===== config.mk =====
export PLATFORM = sky130hd
export DESIGN_NAME = ts_packet_arbiter
export DESIGN_NICKNAME = d
export VERILOG_FILES = /design/src/rtl/ts_packet_arbiter_pkg.sv /design/src/rtl/ts_out_buffer.sv /design/src/rtl/ts_packet_arbiter.sv
export SDC_FILE = /design/constraint.sdc
export NUM_CORES = 1
export LEC_CHECK = 0
export ABC_AREA = 1
export CORE_MARGIN = 10
export CORE_UTILIZATION = 45
export CTS_BUF_LIST = sky130_fd_sc_hd__clkbuf_8
export CTS_CLUSTER_SIZE = 40
export DETAILED_ROUTE_END_ITERATION = 10
export GPL_TIMING_DRIVEN = 0
export PLACE_DENSITY = 0.84
export SKIP_LAST_GASP = 1
export SYNTH_ARGS = -nofsm -noshare
export SYNTH_HDL_FRONTEND = slang
export SYNTH_SLANG_ARGS = --single-unit

===== constraint.sdc =====
create_clock -name SYS_CLK -period 3.8 [get_ports SYS_CLK]
set_input_delay 0.76 -clock SYS_CLK [delete_from_list [all_inputs] [get_ports SYS_CLK]]
set_output_delay 0.76 -clock SYS_CLK [all_outputs]
set_load 0.03 [all_outputs]

===== src/rtl/ts_packet_arbiter_pkg.sv =====
// Shared constants, state encodings, byte-tag payload and round-robin helper
// for the TS packet arbiter.
package ts_packet_arbiter_pkg;

  localparam int unsigned NUM_CH  = 4;
  localparam int unsigned CHAN_W  = 2;
  localparam int unsigned PKT_LEN = 188;
  localparam int unsigned CNT_W   = 8;

  localparam logic [7:0] SYNC_BYTE = 8'h47;

  // FSM encodings
  localparam logic [1:0] ST_IDLE  = 2'd0;
  localparam logic [1:0] ST_READ  = 2'd1;
  localparam logic [1:0] ST_DRAIN = 2'd2;
  localparam logic [1:0] ST_GAP   = 2'd3;

  // One tagged byte as held in the output buffer
  typedef struct packed {
    logic [7:0]        data;
    logic              start;
    logic              last;
    logic [CHAN_W-1:0] chan;
  } ts_byte_t;

  // First requesting channel searching upward from last+1 (mod NUM_CH)
  function automatic logic [CHAN_W-1:0] rr_pick(input logic [NUM_CH-1:0] req,
                                                input logic [CHAN_W-1:0] last);
    logic [CHAN_W-1:0] pick;
    logic [CHAN_W-1:0] cand;
    logic              found;
    pick  = last;
    found = 1'b0;
    for (int unsigned i = 1; i <= NUM_CH; i++) begin
      cand = CHAN_W'((32'(last) + i) % NUM_CH);
      if (!found && req[cand]) begin
        pick  = cand;
        found = 1'b1;
      end
    end
    return pick;
  endfunction

endpackage


===== src/rtl/ts_out_buffer.sv =====
// 2-entry tagged output FIFO. Slot 0 is the head and drives the registered
// outputs directly; slot 1 backs it up. Push and pop may coincide.
// Ports:
//   SYS_CLK, RST    clock, async active-low reset
//   push/push_data  write one tagged byte
//   pop             downstream accepted the head this cycle (ignored if empty)
//   head_valid/head registered head entry
//   occ_c           current occupancy (0..2)
module ts_out_buffer
  import ts_packet_arbiter_pkg::*;
(
  input  logic       SYS_CLK,
  input  logic       RST,
  input  logic       push,
  input  ts_byte_t   push_data,
  input  logic       pop,
  output logic       head_valid,
  output ts_byte_t   head,
  output logic [1:0] occ_c
);

  ts_byte_t slot1;
  logic     v1;
  logic     pop_eff;

  assign pop_eff = pop & head_valid;
  assign occ_c   = {1'b0, head_valid} + {1'b0, v1};

  // Head is cleared when the buffer empties so idle outputs read as zero
  always_ff @(posedge SYS_CLK or negedge RST) begin
    if (!RST) begin
      head_valid <= 1'b0;
      head       <= '0;
      v1         <= 1'b0;
      slot1      <= '0;
    end else begin
      unique case ({v1, head_valid})
        2'b00: begin
          if (push) begin
            head       <= push_data;
            head_valid <= 1'b1;
          end
        end
        2'b01: begin
          if (pop_eff) begin
            if (push) begin
              head <= push_data;
            end else begin
              head       <= '0;
              head_valid <= 1'b0;
            end
          end else if (push) begin
            slot1 <= push_data;
            v1    <= 1'b1;
          end
        end
        2'b11: begin
          if (pop_eff) begin
            head <= slot1;
            if (push) begin
              slot1 <= push_data;
            end else begin
              slot1 <= '0;
              v1    <= 1'b0;
            end
          end
        end
        default: begin
        end
      endcase
    end
  end

  // The read-credit rule in the arbiter must keep the buffer from overflowing
  assert property (@(posedge SYS_CLK) disable iff (!RST) !(push && v1 && !pop_eff));

endmodule


===== src/rtl/ts_packet_arbiter.sv =====
// Round-robin arbiter merging four TS input FIFOs into one tagged byte
// stream. Whole 188-byte packets are granted; reads are credit-limited so
// the 2-entry output buffer never overflows.
// Optional feature: define SYNC_CHECK_EN to flag packets whose first byte
// is not the sync byte (SYNC_ERR pulse + saturating SYNC_ERR_CNT).
// Ports:
//   SYS_CLK, RST         clock, async active-low reset
//   GOT_FULL_PACKET      per-channel "full packet buffered"
//   DATA_IN              per-channel FIFO data, channel n at [8n+7:8n]
//   RD_REQ               per-channel FIFO read strobe (combinational, one-hot)
//   OUT_READY            downstream accepts a byte this cycle
//   DATA_OUT/DATA_VALID  output byte and valid
//   PKT_START/PKT_END    first / last byte of a packet
//   CHAN_ID              source channel of the current byte
//   SYNC_ERR/_CNT        sync-byte error pulse and count (SYNC_CHECK_EN)
module ts_packet_arbiter
  import ts_packet_arbiter_pkg::*;
(
  input  logic                SYS_CLK,
  input  logic                RST,
  input  logic [NUM_CH-1:0]   GOT_FULL_PACKET,
  input  logic [8*NUM_CH-1:0] DATA_IN,
  output logic [NUM_CH-1:0]   RD_REQ,
  input  logic                OUT_READY,
  output logic [7:0]          DATA_OUT,
  output logic                DATA_VALID,
  output logic                PKT_START,
  output logic                PKT_END,
  output logic [CHAN_W-1:0]   CHAN_ID
`ifdef SYNC_CHECK_EN
  ,
  output logic                SYNC_ERR,
  output logic [15:0]         SYNC_ERR_CNT
`endif
);

  logic [1:0]        state_q, state_d;
  logic [CHAN_W-1:0] grant_q, grant_d;
  logic [CHAN_W-1:0] last_q, last_d;
  logic [CNT_W-1:0]  rd_cnt_q, rd_cnt_d;
  logic              gap_q, gap_d;
  logic              in_flight_q, if_start_q, if_last_q;
  logic              rd_issue_c;

  logic              pop_c;
  logic [1:0]        occ_c, occ_after_pop_c;
  logic              credit_ok_c;
  logic [7:0]        cap_data_c;
  ts_byte_t          push_data_c;
  ts_byte_t          head;

  // Credit: entries left after this cycle's pop plus the read still in flight
  assign pop_c           = DATA_VALID & OUT_READY;
  assign occ_after_pop_c = occ_c - {1'b0, pop_c};
  assign credit_ok_c     = ({1'b0, occ_after_pop_c} + {2'b00, in_flight_q}) < 3'd2;

  // Next-state and read issue
  always_comb begin
    state_d    = state_q;
    grant_d    = grant_q;
    last_d     = last_q;
    rd_cnt_d   = rd_cnt_q;
    gap_d      = gap_q;
    rd_issue_c = 1'b0;
    unique case (state_q)
      ST_IDLE: begin
        if (|GOT_FULL_PACKET) begin
          grant_d  = rr_pick(GOT_FULL_PACKET, last_q);
          last_d   = grant_d;
          rd_cnt_d = '0;
          state_d  = ST_READ;
        end
      end
      ST_READ: begin
        if (credit_ok_c) begin
          rd_issue_c = 1'b1;
          rd_cnt_d   = rd_cnt_q + CNT_W'(1);
          if (rd_cnt_q == CNT_W'(PKT_LEN - 1)) begin
            state_d = ST_DRAIN;
          end
        end
      end
      ST_DRAIN: begin
        if (!in_flight_q) begin
          state_d = ST_GAP;
          gap_d   = 1'b0;
        end
      end
      ST_GAP: begin
        // Two cycles so the served channel's GOT_FULL_PACKET can drop
        gap_d = 1'b1;
        if (gap_q) begin
          state_d = ST_IDLE;
        end
      end
      default: begin
        state_d = ST_IDLE;
      end
    endcase
  end

  // State and read-pipeline registers
  always_ff @(posedge SYS_CLK or negedge RST) begin
    if (!RST) begin
      state_q     <= ST_IDLE;
      grant_q     <= '0;
      last_q      <= CHAN_W'(NUM_CH - 1);
      rd_cnt_q    <= '0;
      gap_q       <= 1'b0;
      in_flight_q <= 1'b0;
      if_start_q  <= 1'b0;
      if_last_q   <= 1'b0;
    end else begin
      state_q     <= state_d;
      grant_q     <= grant_d;
      last_q      <= last_d;
      rd_cnt_q    <= rd_cnt_d;
      gap_q       <= gap_d;
      in_flight_q <= rd_issue_c;
      if_start_q  <= rd_issue_c & (rd_cnt_q == '0);
      if_last_q   <= rd_issue_c & (rd_cnt_q == CNT_W'(PKT_LEN - 1));
    end
  end

  assign RD_REQ = rd_issue_c ? (NUM_CH'(1) << grant_q) : '0;

  // FIFO data is valid the cycle after its read strobe
  assign cap_data_c        = DATA_IN[{grant_q, 3'b000} +: 8];
  assign push_data_c.data  = cap_data_c;
  assign push_data_c.start = if_start_q;
  assign push_data_c.last  = if_last_q;
  assign push_data_c.chan  = grant_q;

  ts_out_buffer u_out_buffer (
    .SYS_CLK    (SYS_CLK),
    .RST        (RST),
    .push       (in_flight_q),
    .push_data  (push_data_c),
    .pop        (OUT_READY),
    .head_valid (DATA_VALID),
    .head       (head),
    .occ_c      (occ_c)
  );

  assign DATA_OUT  = head.data;
  assign PKT_START = head.start;
  assign PKT_END   = head.last;
  assign CHAN_ID   = head.chan;

`ifdef SYNC_CHECK_EN
  logic        sync_bad_c;
  logic        sync_err_q;
  logic [15:0] sync_err_cnt_q;

  assign sync_bad_c = in_flight_q & if_start_q & (cap_data_c != SYNC_BYTE);

  // Error pulse and saturating count; data is forwarded regardless
  always_ff @(posedge SYS_CLK or negedge RST) begin
    if (!RST) begin
      sync_err_q     <= 1'b0;
      sync_err_cnt_q <= '0;
    end else begin
      sync_err_q <= sync_bad_c;
      if (sync_bad_c && (sync_err_cnt_q != 16'hFFFF)) begin
        sync_err_cnt_q <= sync_err_cnt_q + 16'd1;
      end
    end
  end

  assign SYNC_ERR     = sync_err_q;
  assign SYNC_ERR_CNT = sync_err_cnt_q;
`endif

endmodule

Word level (Yosys, flattened, before mapping)

Cells that the tools add are included.

$add $sub $neg: 8
Magnitude comparators: 5
Equal/unequal tests: 18
Shift operators: 2
Multiplexer cells: 47
Bitwise gates (word level): 3
Reductions and logical operators: 23

Operators by type and width:

| kind                                                                         | count |
|---|---|
| 12-bit two-way mux                                                           | 5 |
| 12-bit case mux with 3 select lines                                          | 1 |
| 32-bit by 6-bit variable part select with 8-bit output                       | 1 |
| 2-bit != test, second input constant                                         | 12 |
| 12-bit case mux with 2 select lines                                          | 1 |
| 1-bit two-way mux                                                            | 19 |
| 2-bit two-way mux                                                            | 9 |
| 8-bit two-way mux                                                            | 2 |
| 8-bit case mux with 2 select lines                                           | 1 |
| 2-bit by 3-bit less-than comparator with 1-bit output, second input constant | 4 |
| 4-bit AND reduction                                                          | 3 |
| 5-bit AND reduction                                                          | 2 |
| 8-bit by 1-bit adder with 8-bit output, second input constant                | 1 |
| 1-bit binary-select mux with 2-bit select                                    | 4 |
| 8-bit equality test, second input constant                                   | 1 |
| 8-bit logical NOT                                                            | 1 |
| 2-bit case mux with 4 select lines                                           | 1 |
| 2-bit nonzero test                                                           | 4 |
| 2-bit equality test, second input constant                                   | 3 |
| 1-bit case mux with 2 select lines                                           | 3 |
| 2-bit by 1-bit adder with 2-bit output, second input constant                | 2 |
| 2-bit adder, second input constant                                           | 2 |
| 2-bit by 1-bit equality test with 1-bit output, second input constant        | 2 |
| 2-bit logical NOT                                                            | 2 |
| other kinds (13)                                                             | 20 |

Bits in registers: 44
Input bits: 39
Output and inout bits: 17
Logic and storage cells: 124

Depth between registers and ports, before layout

Gate-level depths: netlist of the first run.

Word-level depth: 19
Depth in mapped cells: 12
Gate-level depth less buffers: 11

Modules after synthesis

Synthesis of the first run repeated with hierarchy kept, for this count alone.

Cells, all modules: 433
Area total of the unflattened synthesis: 3,039.2 µm²

Modules (own cells, without submodules):

| module            | times used | cells each | area an instance (µm²) |
|---|---|---|---|
| ts_out_buffer     | 1          | 217        | 1,540.2 |
| ts_packet_arbiter | 1          | 216        | 1,498.9 |

Least setup slack after synthesis of the first run

Ideal clock, no wire load.

Kind: input-to-output
From: input port OUT_READY
To: output port RD_REQ[0]
Data arrival time: 2,271 ps
Setup slack: 769 ps
Stages on the path: 7
Path buffers: 0
Cell sequence: nor2_4 ha_1 a21oi_1 inv_1 nor2_1 inv_1 nor3_1

Cells in the longest elaborated chain, start to end: 7

Ends and longest elaborated chain:

| element                                               | RTL line                 | RTL |
|---|---|---|
| from (decl)                                           | ts_packet_arbiter.sv:24  | `input logic OUT_READY,` |
| 1-bit AND                                             | ts_packet_arbiter.sv:53  | `assign pop_c = DATA_VALID & OUT_READY;` |
| 2-bit by 1-bit subtractor with 2-bit output           | ts_packet_arbiter.sv:54  | `assign occ_after_pop_c = occ_c - {1'b0, pop_c};` |
| 2-bit by 1-bit adder with 3-bit output                | ts_packet_arbiter.sv:55  | `assign credit_ok_c = ({1'b0, occ_after_pop_c} + {2'b00, in_flight_q}) < 3'd2;` |
| 3-bit by 2-bit less-than comparator with 1-bit output | ts_packet_arbiter.sv:55  |  |
| 1-bit two-way mux                                     | ts_packet_arbiter.sv:75  | `if (credit_ok_c) begin` |
| 1-bit two-way mux                                     | ts_packet_arbiter.sv:65  | `unique case (state_q)` |
| named net rd_issue_c                                  | ts_packet_arbiter.sv:43  | `logic rd_issue_c;` |
| 4-bit two-way mux                                     | ts_packet_arbiter.sv:125 | `assign RD_REQ = rd_issue_c ? (NUM_CH'(1) << grant_q) : '0;` |
| to (decl)                                             | ts_packet_arbiter.sv:23  | `output logic [NUM_CH-1:0] RD_REQ,` |

The timed path passes the listed nets, and every way through them passes these cells.

Worst setup path after layout of the first run

Same ends and word-level chain as after synthesis.

==> results of run 1 <==
-- flip-flops by register name (all words and copies together) (netlist names) --
name	flops
u_out_buffer.head	12
u_out_buffer.slot1	12
rd_cnt_q	8
grant_q	2
last_q	2
state_q	2
gap_q	1
if_last_q	1
if_start_q	1
in_flight_q	1
u_out_buffer.head_valid	1
u_out_buffer.v1	1
-- cell type report --
type | instances | area share, %
Multi-Input combinational cell | 241 | 37.3
Sequential cell | 44 | 32.0
Timing Repair Buffer | 56 | 16.3
Inverter | 57 | 6.20
Tap cell | 75 | 2.72
Clock buffer | 6 | 2.39
Buffer | 11 | 1.96
Clock inverter | 2 | 1.12
-- what timing repair did --
item / CTS / global route
endpoints found under the setup margin: 4 / 2
endpoints found under the hold margin: 0 / 0
gates resized for setup: 4 / 2
-- synth_stat cells (6+ instances only) --
cell type                  n  area share (%)
sky130_fd_sc_hd__a22o_1    8             2.6
sky130_fd_sc_hd__nor2_1   39             5.5
sky130_fd_sc_hd__dfrtp_1  42              39
sky130_fd_sc_hd__o21ai_0   8             1.5
sky130_fd_sc_hd__ha_1      7             3.3
sky130_fd_sc_hd__nand4_1   6             1.4
sky130_fd_sc_hd__inv_1    53             7.4
sky130_fd_sc_hd__o22ai_2  10             4.7
sky130_fd_sc_hd__nand2_1  90              13
sky130_fd_sc_hd__nand3_1  25             4.7
sky130_fd_sc_hd__a21oi_1  19             3.6
-- power breakdown --
group	leakage (nW)	total, mW	internal [mW]	switching (mW)
Clock	0.0614	0.389	0.215	0.173
Combinational	1.08	1.65	0.615	1.03
Sequential	0.559	0.770	0.657	0.113
-- per-layer routing --
metal | global-route usage (%) | share of wire, % | vias up
li1 | - | - | 1260
met1 | 16.1 | 41 | 1139
met2 | 25.9 | 51 | 61
met3 | 4.05 | 6.3 | 7
met4 | 3.52 | 1.2 | 0
met5 | 0 | 0 | -
-- logic make-up after synthesis --
family,after synthesis,synth area share (%)
buffers and inverters,68,10.5
AND/OR/NAND/NOR,169,26.4
AO/OA/AOI/OAI,61,17.2
XOR/XNOR,4,1.31
adder cells (fa/ha/maj),7,3.28
flip-flops,44,41.3
-- stage by stage --
step	power, mW	TNS, ns
2_1_floorplan	1.95	0
3_3_place_gp	2.37	-0.280
3_5_place_dp	2.43	-0.269
4_1_cts	2.82	0
5_1_grt	3.05	-0.00379
6_report	2.80	0
-- worst max path at each step --
stage,end,slack [ns],cells past startpoint
after floorplan,RD_REQ[0],0.77,7
after global placement,RD_REQ[1],-0.11,9
after detailed placement,RD_REQ[0],-0.12,9
after CTS,RD_REQ[0],0.17,9
after global routing,RD_REQ[0],-0.004,9
final,RD_REQ[0],0.21,9
==> impl_metrics.toml, run 1 <==
[placed_design]
numPlacedInstances = 484
dpl-instance-area_mm2 = 0.00333
placement.io_buffers = 55
dp_hpwl_mm = 5.22
pre_cts_slack_ns = -0.119
gp_routability_congestion = 0.823

[grt]
first_pass_grt_wire_length_mm = 11.4
maximum_number_of_pins_on_one_net_before_global_route_repair = 40
global_route.usage.total_pct = 14.3
grt_pass1_vias = 2416
grt_antenna_before_repair = 0
grt-ovfl-total = 0

[route]
drc = 0
via_count = 2467
post_drt_wl_per_cell_um = 13.9
drt-total-wl_mm = 6.85
drt_iter0_drc = 124
drt_pass1_iterations = 4
detail_route.vias_per_cell = 5.01
ant_nets = 0

[die]
dieHeight_um = 97.0
rows = 28
design.portCount = 56
floorplan.initialDensity_pct = 45.7
die_area_mm2 = 0.00942
core_area_mm2 = 0.00585
fp.dieW_um = 97.0

[sta]
fmax_ghz = 0.279
timing_max_transition_violations_final = 0
setup_ws_ns = 0.214
setup_viol = 0
final.min_clock_period_ns = 3.59
final.hold.worst_slack_ns = 0.268
unrepaired_setup_endpoints_after_global_routing = "true"
final_min_period_over_clock_period_pct = 94.4
worst_slew_margin_rel_pct = 53.2
tightest_slew_ns = 0.699
hold_viol_final = 0
skew_ns = 0.0137

[layout]
layout-drive-gt1-share_pct = 10.1
layout.cells.most_common_list = "sky130_fd_sc_hd__nand2_1, sky130_fd_sc_hd__inv_1, sky130_fd_sc_hd__clkdlybuf4s50_1, sky130_fd_sc_hd__dfrtp_1, sky130_fd_sc_hd__nor2_1"
nFillCells = 527
final_cell_area_mm2 = 0.00345
layout.cells.most_common = "sky130_fd_sc_hd__nand2_1"
design.final.nets = 462
insertedDiodeCount = 0
area_occupied_by_multi_input_gates_mm2 = 0.00129
finish.cell_count_without_fillers = 492
layout.core_utilization_pct = 59.0
syn_to_final_growth_pct = 29.1
regArea_mm2 = 0.00110

[logic_synthesis]
synth-warning-count = 0
yosys.cell_types.count = 31
ys_ff_latch = 44
syn-instance-count = 353
syn_nets = 399
number_of_flops_mapped_to_enable_cells_by_yosys = 0
most_common_flop_cell_mapped_by_yosys = "sky130_fd_sc_hd__dfrtp_1"
postSynth.asyncResetShare_pct = 100
postSynthAreaPerCell_um2 = 7.57
syn_area_mm2 = 0.00267
synth_seq_area_share_pct = 41.3

[run_status]
result_of_the_run = "finished clean"

[worst_setup_path]
timing.critical_path.from = "OUT_READY"
crit_type = "in -> out"
critPathTopFamily = "buffers and inverters"
critPathMaxStageDelay_ns = 0.47
path_max_fanout = 6
r2r_cells = 9
crit-reg2reg-launch = "u_out_buffer.head_valid"
path_common_cell = "sky130_fd_sc_hd__inv_1"
crit_required_ns = 3.04
crit_slowest_cell = "sky130_fd_sc_hd__clkdlybuf4s50_1"
worstSetupEndpointType = "output port"
r2r-end = "rd_cnt_q[0]"
worst_setup_path_start_kind = "primary input"
rrSetupSlack_ns = 2.00
crit_buf_inv = 4
worst_ep_arrival_time_ns = 2.83
critical_path.cell_chain = "clkdlybuf4s50_1, nor2_4, ha_1, a21oi_1, inv_1, nor2_1, inv_1, nor3_1, clkdlybuf4s15_1"

[pwr]
power_per_cell_area_mw_per_mm2 = 813
p_leak_nw = 1.70
power.ir.vdd_worst_v = 0.000369

[cts]
root_buffer = "sky130_fd_sc_hd__clkbuf_8"
numCtsBuffers = 5
cts.hold.buffers_added = 0
cts_max_path_buffers = 2
clk_pin_slew_worst_paths_ns = 0.09
post-cts-setup-buffer-count = 0
total_number_of_clock_tree_sinks = 44
clk-insertion-delay-late_ns = 0.31
h-tree-depth = 2
tritoncts = "done"

[flow_run]
timing.max_cap.violations = 0

[min_path]
worst_hold_path_type = "in -> async"
No activity file was read; power rests on OpenSTA's default activity.
==> run 2, diff against run 1 <==
SLEW_MARGIN = 20   (was not set)
==> impl_metrics.toml, run 2 (same netlist as run 1, synthesis figures left out) <==
[worst_setup_path]
critPathMaxStageDelay_ns = 0.47
r2r-end = "rd_cnt_q[0]"
crit_buf_inv = 4
path_common_cell = "sky130_fd_sc_hd__inv_1"
worstSetupEndpointType = "output port"
crit_type = "in -> out"
path_max_fanout = 6
rrSetupSlack_ns = 2.01
crit_slowest_cell = "sky130_fd_sc_hd__clkdlybuf4s50_1"
worst_ep_arrival_time_ns = 2.88
critPathTopFamily = "buffers and inverters"
crit-reg2reg-launch = "u_out_buffer.head_valid"
worst_setup_path_start_kind = "primary input"
r2r_cells = 9
critical_path.cell_chain = "clkdlybuf4s50_1, nor2_4, ha_1, a21oi_1, inv_1, nor2_1, inv_1, nor3_1, clkdlybuf4s15_1"
crit_required_ns = 3.04
worst-path-stages = 9

[grt]
grt-ovfl-total = 0
globalRouteMet3Util_pct = 2.99
global_route.usage.total_pct = 14.3
grt_pass1_vias = 2431
grt_antenna_before_repair = 0
first_pass_grt_wire_length_mm = 11.5
grt_util_met2_pct = 26.0
global_route.peak_usage_layer = "met2"
maximum_number_of_pins_on_one_net_before_global_route_repair = 24
met1_usage_pct = 16.5

[route]
post_drt_wl_per_cell_um = 13.9
drt_pass1_iterations = 4
detail_route.vias_per_cell = 5.02
drt-total-wl_mm = 6.86
drt_iter0_drc = 128
via_count = 2469
ant_nets = 0
drc = 0

[layout]
layout.cells.most_common_list = "sky130_fd_sc_hd__nand2_1, sky130_fd_sc_hd__inv_1, sky130_fd_sc_hd__clkdlybuf4s50_1, sky130_fd_sc_hd__dfrtp_1, sky130_fd_sc_hd__nor2_1"
design.final.nets = 462
final_cell_area_mm2 = 0.00344
layout.cells.most_common = "sky130_fd_sc_hd__nand2_1"
top_regs = "u_out_buffer.head (12), u_out_buffer.slot1 (12), rd_cnt_q (8)"
syn_to_final_growth_pct = 28.9
layout-drive-gt1-share_pct = 9.83
insertedDiodeCount = 0

[placed_design]
gp_routability_congestion = 0.823
dp_hpwl_mm = 5.31
placement.io_buffers = 55
dpl-instance-area_mm2 = 0.00334

[flow_run]
timing.max_cap.violations = 0

[pwr]
p_leak_nw = 1.70
power_per_cell_area_mw_per_mm2 = 806
design_power_total_mw = 2.78
power.ir.vdd_worst_v = 0.000358

[sta]
timing_max_transition_violations_final = 0
setup_viol = 0
unrepaired_setup_endpoints_after_global_routing = "true"
final_min_period_over_clock_period_pct = 95.7
fmax_ghz = 0.275
final.min_clock_period_ns = 3.64
worst_slew_margin_rel_pct = 52.2
skew_ns = 0.00929
tightest_slew_ns = 0.715
hold_viol_final = 0

[cts]
post-cts-setup-buffer-count = 0
root_buffer = "sky130_fd_sc_hd__clkbuf_8"
h-tree-depth = 2
tritoncts = "done"
clk-insertion-delay-late_ns = 0.29
clk_pin_slew_worst_paths_ns = 0.09
total_number_of_clock_tree_sinks = 44
numCtsBuffers = 5
cts_max_path_buffers = 2

[die]
die_area_mm2 = 0.00942
design.portCount = 56
core_area_mm2 = 0.00585
dieHeight_um = 97.0
rows = 28
fp.dieW_um = 97.0
floorplan.initialDensity_pct = 45.7

[run_status]
result_of_the_run = "finished clean"

[min_path]
worst_hold_path_type = "in -> async"
==> run 2: per-stage QoR <==
stage | TNS, ns | utilization, % | hold WS (ns) | setup slack [ns] | std cells
after detailed placement | -0.387 | 57.1 | 0.477 | -0.149 | 484
after CTS | 0 | 58.8 | 0.461 | 0.145 | 492
after global routing | -0.00805 | 58.9 | 0.481 | -0.00805 | 492
final | 0 | 58.9 | 0.438 | 0.165 | 492
after global placement | -0.280 | 56.7 | 0.474 | -0.112 | 483
after floorplan | 0 | - | 0.463 | 0.769 | 353
==> run 2: cell type report <==
cell class	instances	area [µm²]
buffer	11	67.6
clock buffer	5	68.8
clock inverter	3	38.8
fill	546	2410
inverter	57	214
multi-input combinational	241	1290
sequential	44	1100
tap	75	93.8
timing repair buffer	56	571
==> run 2: how the worst max path moves through the flow <==
stage | from | endpoint | slack, ns
2_1_floorplan | OUT_READY | RD_REQ[0] | 0.77
3_3_place_gp | OUT_READY | RD_REQ[1] | -0.11
3_5_place_dp | OUT_READY | RD_REQ[0] | -0.15
4_1_cts | OUT_READY | RD_REQ[0] | 0.15
5_1_grt | OUT_READY | RD_REQ[0] | -0.008
6_report | OUT_READY | RD_REQ[0] | 0.16
==> run 2: timing repair <==
item                       4_1_cts  5_1_grt
gates resized for setup          4        2
hold buffers                     0        0
setup endpoints to repair        4        2
hold endpoints to repair         0        0
==> run 2: metal layers <==
layer / wire (µm) / part of all wire [%]
met1: 2940 / 43
met3: 297 / 4.3
met2: 3580 / 52
met4: 38 / 0.55
met5: 0 / 0
==> run 2: power by group <==
part,internal [mW],switching (mW)
clock network,0.193,0.161
registers,0.657,0.114
logic,0.616,1.03
total,1.47,1.31
==> run 2: worst register-to-register path: stages, from the launching register on <==
cell and delay [ns]:
sky130_fd_sc_hd__dfrtp_1 0.39, sky130_fd_sc_hd__inv_2 0.09, sky130_fd_sc_hd__nor2_4 0.15, sky130_fd_sc_hd__ha_1 0.25, sky130_fd_sc_hd__a21oi_1 0.15, sky130_fd_sc_hd__inv_1 0.07
sky130_fd_sc_hd__nand2_1 0.06, sky130_fd_sc_hd__nand2_1 0.06, sky130_fd_sc_hd__nor2_1 0.29, sky130_fd_sc_hd__o21ai_0 0.15
==> run 3, diff against run 2 <==
CORE_UTILIZATION = 56   (was 45)
PLACE_DENSITY = 0.95   (was 0.84)
==> impl_metrics.toml, run 3 (same netlist as run 1, synthesis figures left out) <==
[run_status]
result_of_the_run = "finished clean"

[pwr]
design_power_total_mw = 2.75
power.clock.fraction_pct = 10.7
switching_share_pct = 48.4
p_leak_nw = 1.70
power.ir.vdd_worst_v = 0.000465
power_per_cell_area_mw_per_mm2 = 812
comb_power_share_pct = 60.8
p_int_mw = 1.42
total_switching_power_mw = 1.33
p_seq_share_pct = 28.5

[worst_setup_path]
path_common_cell = "sky130_fd_sc_hd__inv_1"
worstSetupEndpointType = "output port"
critical_path.cell_chain = "clkdlybuf4s50_1, nor2_4, ha_1, a21oi_1, inv_1, nor2_1, inv_1, nor3_1, clkdlybuf4s15_1"
worst-path-stages = 9
critPathTopFamily = "buffers and inverters"
crit_slowest_cell = "sky130_fd_sc_hd__clkdlybuf4s50_1"
critPathMaxStageDelay_ns = 0.46
crit_buf_inv = 4
crit_required_ns = 3.04
r2r_cells = 10
crit_type = "in -> out"
worst_setup_path_start_kind = "primary input"
worst_ep_arrival_time_ns = 2.84
path_max_fanout = 6

[layout]
final_cell_area_mm2 = 0.00339
layout.cells.most_common = "sky130_fd_sc_hd__nand2_1"
nFillCells = 358
design.final.nets = 462
syn_to_final_growth_pct = 26.8
insertedDiodeCount = 0
layout.cells.most_common_list = "sky130_fd_sc_hd__nand2_1, sky130_fd_sc_hd__inv_1, sky130_fd_sc_hd__clkdlybuf4s50_1, sky130_fd_sc_hd__dfrtp_1, sky130_fd_sc_hd__nor2_1"
layout.core_utilization_pct = 72.7
finish.cell_count_without_fillers = 471
top_regs = "u_out_buffer.head (12), u_out_buffer.slot1 (12), rd_cnt_q (8)"
layout-drive-gt1-share_pct = 9.83

[cts]
numCtsBuffers = 5
clk_pin_slew_worst_paths_ns = 0.08
cts_max_path_buffers = 2
tritoncts = "done"
root_buffer = "sky130_fd_sc_hd__clkbuf_8"
total_number_of_clock_tree_sinks = 44
post-cts-setup-buffer-count = 0
h-tree-depth = 2
clk-insertion-delay-late_ns = 0.30

[placed_design]
pre_cts_slack_ns = -0.149
gp_routability_congestion = 0.871
placement.io_buffers = 55
dp_hpwl_mm = 5.45
numPlacedInstances = 463
dpl-instance-area_mm2 = 0.00330

[grt]
grt-ovfl-total = 0
global_route.usage.total_pct = 18.8
grt_pass1_vias = 2529
grt_antenna_before_repair = 0
maximum_number_of_pins_on_one_net_before_global_route_repair = 29
first_pass_grt_wire_length_mm = 11.7

[route]
drt_iter0_drc = 100
drt-total-wl_mm = 7.14
drc = 0
detail_route.vias_per_cell = 5.40
via_count = 2545
post_drt_wl_per_cell_um = 15.2
ant_nets = 0
drt_pass1_iterations = 4

[sta]
hold_viol_final = 0
worst_slew_margin_rel_pct = 58.2
unrepaired_setup_endpoints_after_global_routing = "false"
fmax_ghz = 0.278
tightest_slew_ns = 0.624
setup-tns-final_ns = 0
skew_ns = 0.00651
setup_viol = 0
final.hold.worst_slack_ns = 0.379
final_min_period_over_clock_period_pct = 94.6
timing_max_transition_violations_final = 0
final.min_clock_period_ns = 3.60
setup_ws_ns = 0.204

[die]
fp.dieW_um = 89.1
die_area_mm2 = 0.00793
rows = 25
floorplan.initialDensity_pct = 57.3
core_area_mm2 = 0.00466
dieHeight_um = 89.1
design.portCount = 56

[min_path]
worst_hold_path_type = "in -> async"

[flow_run]
timing.max_cap.violations = 0
==> run 3: cell types whose count changed in the layout (fill, tap and decap cells not counted), sizes merged <==
cell,previous run,this run
clkbuf,9,11
clkinv,1,0
clkdlybuf4s15,2,1
bufinv,1,0
inv,58,59
==> run 3: area by class of cell <==
| class | instances | area [µm²] | share of cell area [%] |
|---|---|---|---|
| Tap cell | 54 | 67.6 | 1.99 |
| Inverter | 57 | 214 | 6.32 |
| Buffer | 11 | 67.6 | 1.99 |
| Clock buffer | 6 | 82.6 | 2.44 |
| Multi-Input combinational cell | 241 | 1290 | 38.0 |
| Sequential cell | 44 | 1100 | 32.6 |
| Timing Repair Buffer | 56 | 558 | 16.5 |
| Clock inverter | 2 | 7.51 | 0.222 |
==> run 3: worst paths after layout <==
| kind | endpoint | start | slack, ns |
|---|---|---|---|
| min reg2reg | u_out_buffer.head[0] | u_out_buffer.head[0] | 0.50 |
| max | RD_REQ[0] | OUT_READY | 0.20 |
| max reg2reg | rd_cnt_q[6] | u_out_buffer.head_valid | 2.01 |
| max in group asynchronous | last_q[1] | RST | 2.86 |
| min in group SYS_CLK | u_out_buffer.head[0] | u_out_buffer.head[0] | 0.50 |
| min | u_out_buffer.head[1] | RST | 0.38 |
==> run 3: what timing repair did <==
item	4_1_cts	5_1_grt
setup endpoints to repair	4	2
hold buffers	0	0
resized for setup	4	4
==> run 3: power groups by stage <==
stage | combinational, mW | sequential [mW] | clock (mW)
6_report | 1.67 | 0.782 | 0.295
4_1_cts | 1.67 | 0.777 | 0.300
2_1_floorplan | 1.07 | 0.879 | 0
5_1_grt | 1.86 | 0.797 | 0.322
3_5_place_dp | 1.67 | 0.785 | 0
3_3_place_gp | 1.59 | 0.767 | 0
==> run 3: metal layers <==
metal / vias up / global-route usage (%) / routed length, µm
met1: 1177 / 19.4 / 2750
met2: 91 / 35.5 / 3750
met5: - / 0 / 0
li1: 1261 / - / -
met4: 0 / 7.08 / 181
met3: 16 / 4.56 / 454
==> run 3: worst register-to-register path: stages, from the launching register on <==
cell and delay [ns]:
sky130_fd_sc_hd__dfrtp_1 0.41, sky130_fd_sc_hd__inv_2 0.14, sky130_fd_sc_hd__nor2_4 0.06, sky130_fd_sc_hd__ha_1 0.26, sky130_fd_sc_hd__a21oi_1 0.16, sky130_fd_sc_hd__inv_1 0.07, sky130_fd_sc_hd__nand2_1 0.05, sky130_fd_sc_hd__nand2_1 0.07
sky130_fd_sc_hd__nor2_1 0.30, sky130_fd_sc_hd__nand3_1 0.12, sky130_fd_sc_hd__nand2_1 0.09
